File: config.mk
export PLATFORM = sky130hd
export DESIGN_NAME = conv3_frame_ctrl
export DESIGN_NICKNAME = d
export VERILOG_FILES = /design/src/rtl/conv3_pkg.sv /design/src/rtl/conv3_enc_core.sv /design/src/rtl/conv3_frame_ctrl.sv
export SDC_FILE = /design/constraint.sdc
export NUM_CORES = 1
export LEC_CHECK = 0
export ABC_AREA = 1
export CORE_UTILIZATION = 47
export CTS_CLUSTER_SIZE = 28
export DETAILED_ROUTE_END_ITERATION = 7
export PLACE_DENSITY = 0.75
export SLEW_MARGIN = 20
export SYNTH_ARGS = -nofsm -noshare
export SYNTH_HDL_FRONTEND = slang
export SYNTH_SLANG_ARGS = --single-unit
File: constraint.sdc
create_clock -name clock -period 1.3 [get_ports clock]
set_input_delay 0.26 -clock clock [delete_from_list [all_inputs] [get_ports clock]]
set_output_delay 0.26 -clock clock [all_outputs]
set_load 0.02 [all_outputs]
File: src/rtl/conv3_pkg.sv
// Shared constants, FSM state type and the rate-1/2 K=3 (5,7 octal) encoder
// function for the conv3 frame sequencer.
package conv3_pkg;

  localparam int K        = 3;
  localparam int TAIL_LEN = K - 1;

  localparam logic [2:0] G1 = 3'b101;
  localparam logic [2:0] G2 = 3'b111;

  typedef enum logic [1:0] {
    IDLE,
    PAYLOAD,
    TAIL,
    FLUSH
  } conv3_state_t;

  // Tap vector is {b, s0, s1}: newest bit in the MSB, so G1=101 selects b and s1.
  function automatic logic [1:0] conv3_encode(input logic b, input logic [1:0] s);
    logic [2:0] taps;
    taps = {b, s[0], s[1]};
    return {^(taps & G1), ^(taps & G2)};
  endfunction

endpackage

File: src/rtl/conv3_enc_core.sv
// Encoder shift state {s1,s0} with clear/load control; the symbol for the
// presented bit is combinational from the current state.
module conv3_enc_core
  import conv3_pkg::*;
(
  input  logic       clock,
  input  logic       rst_n,
  input  logic       clear_i,
  input  logic       load_i,
  input  logic       bit_i,
  output logic [1:0] sym_o
);

  logic [1:0] state_q, state_d;

  always_comb begin
    state_d = state_q;
    if (clear_i) begin
      state_d = 2'b00;
    end else if (load_i) begin
      state_d = {state_q[0], bit_i};
    end
  end

  always_ff @(posedge clock or negedge rst_n) begin
    if (!rst_n) begin
      state_q <= 2'b00;
    end else begin
      state_q <= state_d;
    end
  end

  assign sym_o = conv3_encode(bit_i, state_q);

endmodule

File: src/rtl/conv3_frame_ctrl.sv
// Frame sequencer: payload bits -> K=3 encoder -> zero tail -> registered symbol stream.
// Optional CONV3_NOISE_EN adds noise_en and flips sym_out2 on every third symbol.
module conv3_frame_ctrl
  import conv3_pkg::*;
#(
  parameter int FRAME_LEN = 16
) (
  input  logic       clock,
  input  logic       rst_n,
  input  logic       start,
  output logic       busy,
  input  logic       in_valid,
  output logic       in_ready,
  input  logic       in_bit,
  output logic       sym_valid,
  input  logic       sym_ready,
  output logic       sym_out1,
  output logic       sym_out2,
  output logic       sym_last,
  output logic       frame_done,
`ifdef CONV3_NOISE_EN
  input  logic       noise_en,
`endif
  output logic [7:0] frame_cnt
);

  localparam int BW = $clog2(FRAME_LEN + 1);
  localparam int SW = $clog2(FRAME_LEN + TAIL_LEN + 1);
  localparam logic [BW-1:0] LAST_BIT = BW'(FRAME_LEN - 1);
  localparam logic [SW-1:0] LAST_SYM = SW'(FRAME_LEN + TAIL_LEN - 1);

  conv3_state_t state_q, state_d;
  logic [BW-1:0] bitCnt_q, bitCnt_d;
  logic [SW-1:0] symIdx_q, symIdx_d;
  logic          symValid_q, symValid_d;
  logic          symOut1_q, symOut1_d;
  logic          symOut2_q, symOut2_d;
  logic          symLast_q, symLast_d;
  logic          frameDone_q, frameDone_d;
  logic [7:0]    frameCnt_q, frameCnt_d;

  logic       adv;
  logic       consume;
  logic       codedBit;
  logic       clearEnc;
  logic       lastHs;
  logic       noiseFlip;
  logic [1:0] encSym;

  conv3_enc_core u_enc (
    .clock   (clock),
    .rst_n   (rst_n),
    .clear_i (clearEnc),
    .load_i  (consume),
    .bit_i   (codedBit),
    .sym_o   (encSym)
  );

  always_ff @(posedge clock or negedge rst_n) begin
    if (!rst_n) begin
      state_q <= IDLE;
    end else begin
      state_q <= state_d;
    end
  end

  always_comb begin
    state_d = state_q;
    unique case (state_q)
      IDLE:    if (start) state_d = PAYLOAD;
      PAYLOAD: if (consume && (bitCnt_q == LAST_BIT)) state_d = TAIL;
      TAIL:    if (consume && (symIdx_q == LAST_SYM)) state_d = FLUSH;
      FLUSH:   if (lastHs) state_d = IDLE;
      default: state_d = IDLE;
    endcase
  end

  // A bit (payload or tail zero) is consumed whenever the output register can take a symbol.
  always_comb begin
    adv      = !symValid_q || sym_ready;
    lastHs   = symValid_q && sym_ready && symLast_q;
    busy     = (state_q != IDLE);
    in_ready = 1'b0;
    consume  = 1'b0;
    codedBit = 1'b0;
    clearEnc = 1'b0;
    unique case (state_q)
      IDLE:    clearEnc = start;
      PAYLOAD: begin
        in_ready = adv;
        consume  = adv && in_valid;
        codedBit = in_bit;
      end
      TAIL:    consume = adv;
      FLUSH:   ;
      default: ;
    endcase
  end

`ifdef CONV3_NOISE_EN
  assign noiseFlip = noise_en && ((symIdx_q % SW'(3)) == SW'(2));
`else
  assign noiseFlip = 1'b0;
`endif

  always_comb begin
    bitCnt_d    = bitCnt_q;
    symIdx_d    = symIdx_q;
    symValid_d  = symValid_q;
    symOut1_d   = symOut1_q;
    symOut2_d   = symOut2_q;
    symLast_d   = symLast_q;
    frameDone_d = lastHs;
    frameCnt_d  = frameCnt_q + 8'(lastHs);
    if (clearEnc) begin
      bitCnt_d = '0;
      symIdx_d = '0;
    end
    if (consume) begin
      symIdx_d   = symIdx_q + SW'(1);
      symValid_d = 1'b1;
      symOut1_d  = encSym[1];
      symOut2_d  = encSym[0] ^ noiseFlip;
      symLast_d  = (state_q == TAIL) && (symIdx_q == LAST_SYM);
      if (state_q == PAYLOAD) begin
        bitCnt_d = bitCnt_q + BW'(1);
      end
    end else if (sym_ready) begin
      symValid_d = 1'b0;
      symLast_d  = 1'b0;
    end
  end

  always_ff @(posedge clock or negedge rst_n) begin
    if (!rst_n) begin
      bitCnt_q    <= '0;
      symIdx_q    <= '0;
      symValid_q  <= 1'b0;
      symOut1_q   <= 1'b0;
      symOut2_q   <= 1'b0;
      symLast_q   <= 1'b0;
      frameDone_q <= 1'b0;
      frameCnt_q  <= 8'd0;
    end else begin
      bitCnt_q    <= bitCnt_d;
      symIdx_q    <= symIdx_d;
      symValid_q  <= symValid_d;
      symOut1_q   <= symOut1_d;
      symOut2_q   <= symOut2_d;
      symLast_q   <= symLast_d;
      frameDone_q <= frameDone_d;
      frameCnt_q  <= frameCnt_d;
    end
  end

  assign sym_valid  = symValid_q;
  assign sym_out1   = symOut1_q;
  assign sym_out2   = symOut2_q;
  assign sym_last   = symLast_q;
  assign frame_done = frameDone_q;
  assign frame_cnt  = frameCnt_q;

endmodule

==> impl_results.md <==
- LEAKAGE: 1.07 nW
- Post-route insts no fill: 244
- Mapped Cells: 148
- Grt total ovfl: 0
- # hold bufs at CTS: 0
- F_max: 618 MHz
- Final period utilization: 124%
- Fin. Hold Viols: 0
- Post-synthesis sequential area ratio: 48.5%
- Yosys reg bits: 27
- TritonCTS clock tree: yes
- Crit path arrival time: 1.88 ns
- CP max stage cell: dfrtp_1
- DP Worst Slack: -0.573 ns
- RSZ-0062 raised after global routing: yes
- Synth warn: 0
- Core area: 0.00278 sq mm
- Initial antenna violation count: 0
- Critical Path Source: state_q[1]
- Top-level I/O count: 21
- Via/cell ratio: 5.27
- First-pass GRT wire length: 5810 um
- Fill cells: 172
- # Max-Cap Violations: 0
- Drt total wl: 3950 um
- Max incr delay on CP: 0.39 ns
- Reg2reg start: state_q[1]
- HPWL after detailed placement: 2180 um
- Final #Nets: 230
- Setup TNS: -6.09 ns
- Seq pwr share: 27.0%
- Failing checks: negative setup slack
- Worst setup SP type: flop
- ANT cells: 0
- Clock skew: 0.00924 ns
- Status: complete, but fails checks
- Critical path required time: 1.56 ns
- Avg WL per Cell: 16.2 um
- Total Power: 0.00413 W
- DRT iter0 DRCs: 36
- Starting density of the core: 50.1%
- Sw Ratio: 44.8%
- Cell-internal power: 0.00228 W
- Rel. slew slack: 85.1%
- Slew @ Worst Pin: 0.223 ns
- Tot GR Track Use: 24.3%
- Fraction of layout cells with a size suffix above 1: 58.2%
- Clock power share: 9.4%
- Die H: 56.5 um
- Vias: 1285
- Die area: 0.00319 sq mm
- Clock Tree Root: clkbuf_4
- Inst Count DP: 230
- Clock Latency Late Sink: 0.35 ns
- Number of port buffers: 20
- Hold Crit Class: in -> async
- Pwr dens: 1850 mW/mm^2
- GP Congestion: 0.759
- Clk buf depth: 2
- Synth unique cells: 25
- P&R area growth vs syn: 60.1%
- Crit. End Element: flop
- Vias in the first global route: 1287
- Switching Power: 0.00185 W
- Part of the power in combinational logic: 63.7%
- Synth Net Count: 164
- Fin worst setup slack: -0.318 ns
- Avg Synthesized Cell Area: 9.42 sq um
- Mapped Area: 0.00139 sq mm
- Layout Utilization: 80.2%
- Crit Path Class: reg -> reg
- CP cell instances: inv_2 > buf_6 > ha_4 > inv_2 > a21oi_4 > buf_6 > nand2_8 > buf_6 > nand3_4 > o21ai_2
- Core Rows: 19
- 1st-pass router iterations: 4
- # setup viols final: 27
- Post-layout min period: 1.62 ns
- IR drop worst, VDD: 1730 uV
- Die X-Extent: 56.5 um
- H-tree depth: 1
- Cell mode on critical path: buf_6
- Crit Path Max Fanout: 5
- CTS clock-pin slew for the worst setup and hold paths: 0.15 ns
- Sink Count: 27
- Post-route DRC: 0
- Largest net degree at the start of global routing: 28
- DRT antenna net count: 0
- Slew Limit Fails: 0
- CTS Buf Count: 3
==> cells in the mapped netlist, drive strengths merged <==
| cell | count | area share (%) |
|---|---|---|
| xor2 | 7 | 4.4 |
| o22ai | 3 | 1.8 |
| and3 | 1 | 0.45 |
| a21oi | 4 | 2.5 |
| nand2 | 34 | 9.9 |
| dfrtp | 27 | 48 |
| nand4 | 3 | 1.3 |
| o31ai | 1 | 0.54 |
| nor3 | 1 | 0.72 |
| nand3 | 16 | 5.7 |
| inv | 19 | 5.1 |
| buf | 1 | 0.81 |
| xnor2 | 5 | 3.1 |
| ha | 10 | 9.0 |
| o21ai | 8 | 3.4 |
| nor2 | 8 | 2.7 |
==> worst paths after layout <==
path / end / slack (ns) / cells after the start
min: symIdx_q[3] / 0.25 / 2
min reg2reg: sym_out1 / 0.51 / 2
max reg2reg: sym_last / -0.32 / 10
max in group asynchronous: sym_last / 0.89 / 2
max: sym_last / -0.32 / 10
min in group clock: sym_out1 / 0.51 / 2
==> power groups by stage <==
stage	combinational [W]	clock, W	sequential [W]
2_1_floorplan	0.000925	0	0.00117
3_3_place_gp	0.00166	0	0.00109
3_5_place_dp	0.00172	0	0.00111
4_1_cts	0.00214	0.000392	0.00110
5_1_grt	0.00282	0.000431	0.00113
6_report	0.00263	0.000387	0.00111
==> area by class of cell <==
type | instances | area [sq um] | area share (%)
Tap cell | 31 | 38.8 | 1.74
Sequential cell | 27 | 679 | 30.5
Multi-Input combinational cell | 102 | 885 | 39.7
Timing Repair Buffer | 61 | 514 | 23.1
Clock inverter | 1 | 7.51 | 0.337
Inverter | 19 | 83.8 | 3.76
Clock buffer | 3 | 22.5 | 1.01
==> routing by layer <==
layer  vias to the layer above  track usage (%)  wire length (um)
li1                        612                -                 -
met1                       644             27.5              1610
met2                        21             42.9              2120
met3                         8             3.46                95
met4                         0             15.0               127
met5                         -                0                 0
==> metrics by stage <==
| stage | area (sq um) | hold slack (ns) |
|---|---|---|
| final | 2230 | 0.245 |
| after global routing | 2230 | 0.252 |
| after CTS | 2080 | 0.249 |
| after detailed placement | 1920 | 0.465 |
| after global placement | 1920 | 0.463 |
| after floorplan | 1440 | -0.0356 |
==> placed cells by master (no fill, tap or decap), drive strengths merged <==
cell type	count
xnor2	5
clkbuf	6
clkdlybuf4s15	5
nand3	16
nor3	1
inv	18
ha	10
and3	1
o31ai	1
dfrtp	27
o22ai	3
a21oi	4
o21ai	8
clkdlybuf4s50	5
nor2	8
buf	48
clkinvlp	1
nand2	35
xor2	7
clkinv	1
nand4	3
==> worst max-delay path: cells and delay by family, from the launching register on <==
| family | cells | cell delay (ns) |
|---|---|---|
| adders and majority gates | 1 | 0.26 |
| buffers and inverters | 5 | 0.51 |
| AOI/OAI and AO/OA | 2 | 0.24 |
| and+or+nand+nor | 2 | 0.13 |
| DFF | 1 | 0.39 |
==> cell families after synthesis <==
| group | share of synthesized area, % |
|---|---|
| adders and majority gates | 8.98 |
| AOI/OAI and AO/OA | 8.26 |
| xor gates and xnor gates | 7.54 |
| DFF | 48.5 |
| buffers and inverters | 5.92 |
| and+or+nand+nor | 20.8 |
==> registers in the layout (all words and copies together), names as in the netlist <==
signal         flops
u_enc.state_q      2
sym_last           1
frame_done         1
sym_valid          1
sym_out2           1
bitCnt_q           5
sym_out1           1
frame_cnt          8
symIdx_q           5
state_q            2
==> what timing repair did <==
action                                  in CTS  in global routing
gates resized for setup                     83                 39
pin swaps                                    6                 15
gates cloned                                 1                  0
endpoints found under the setup margin      38                 34
setup buffers                                3                  6
(Power assumes the default switching activity.)
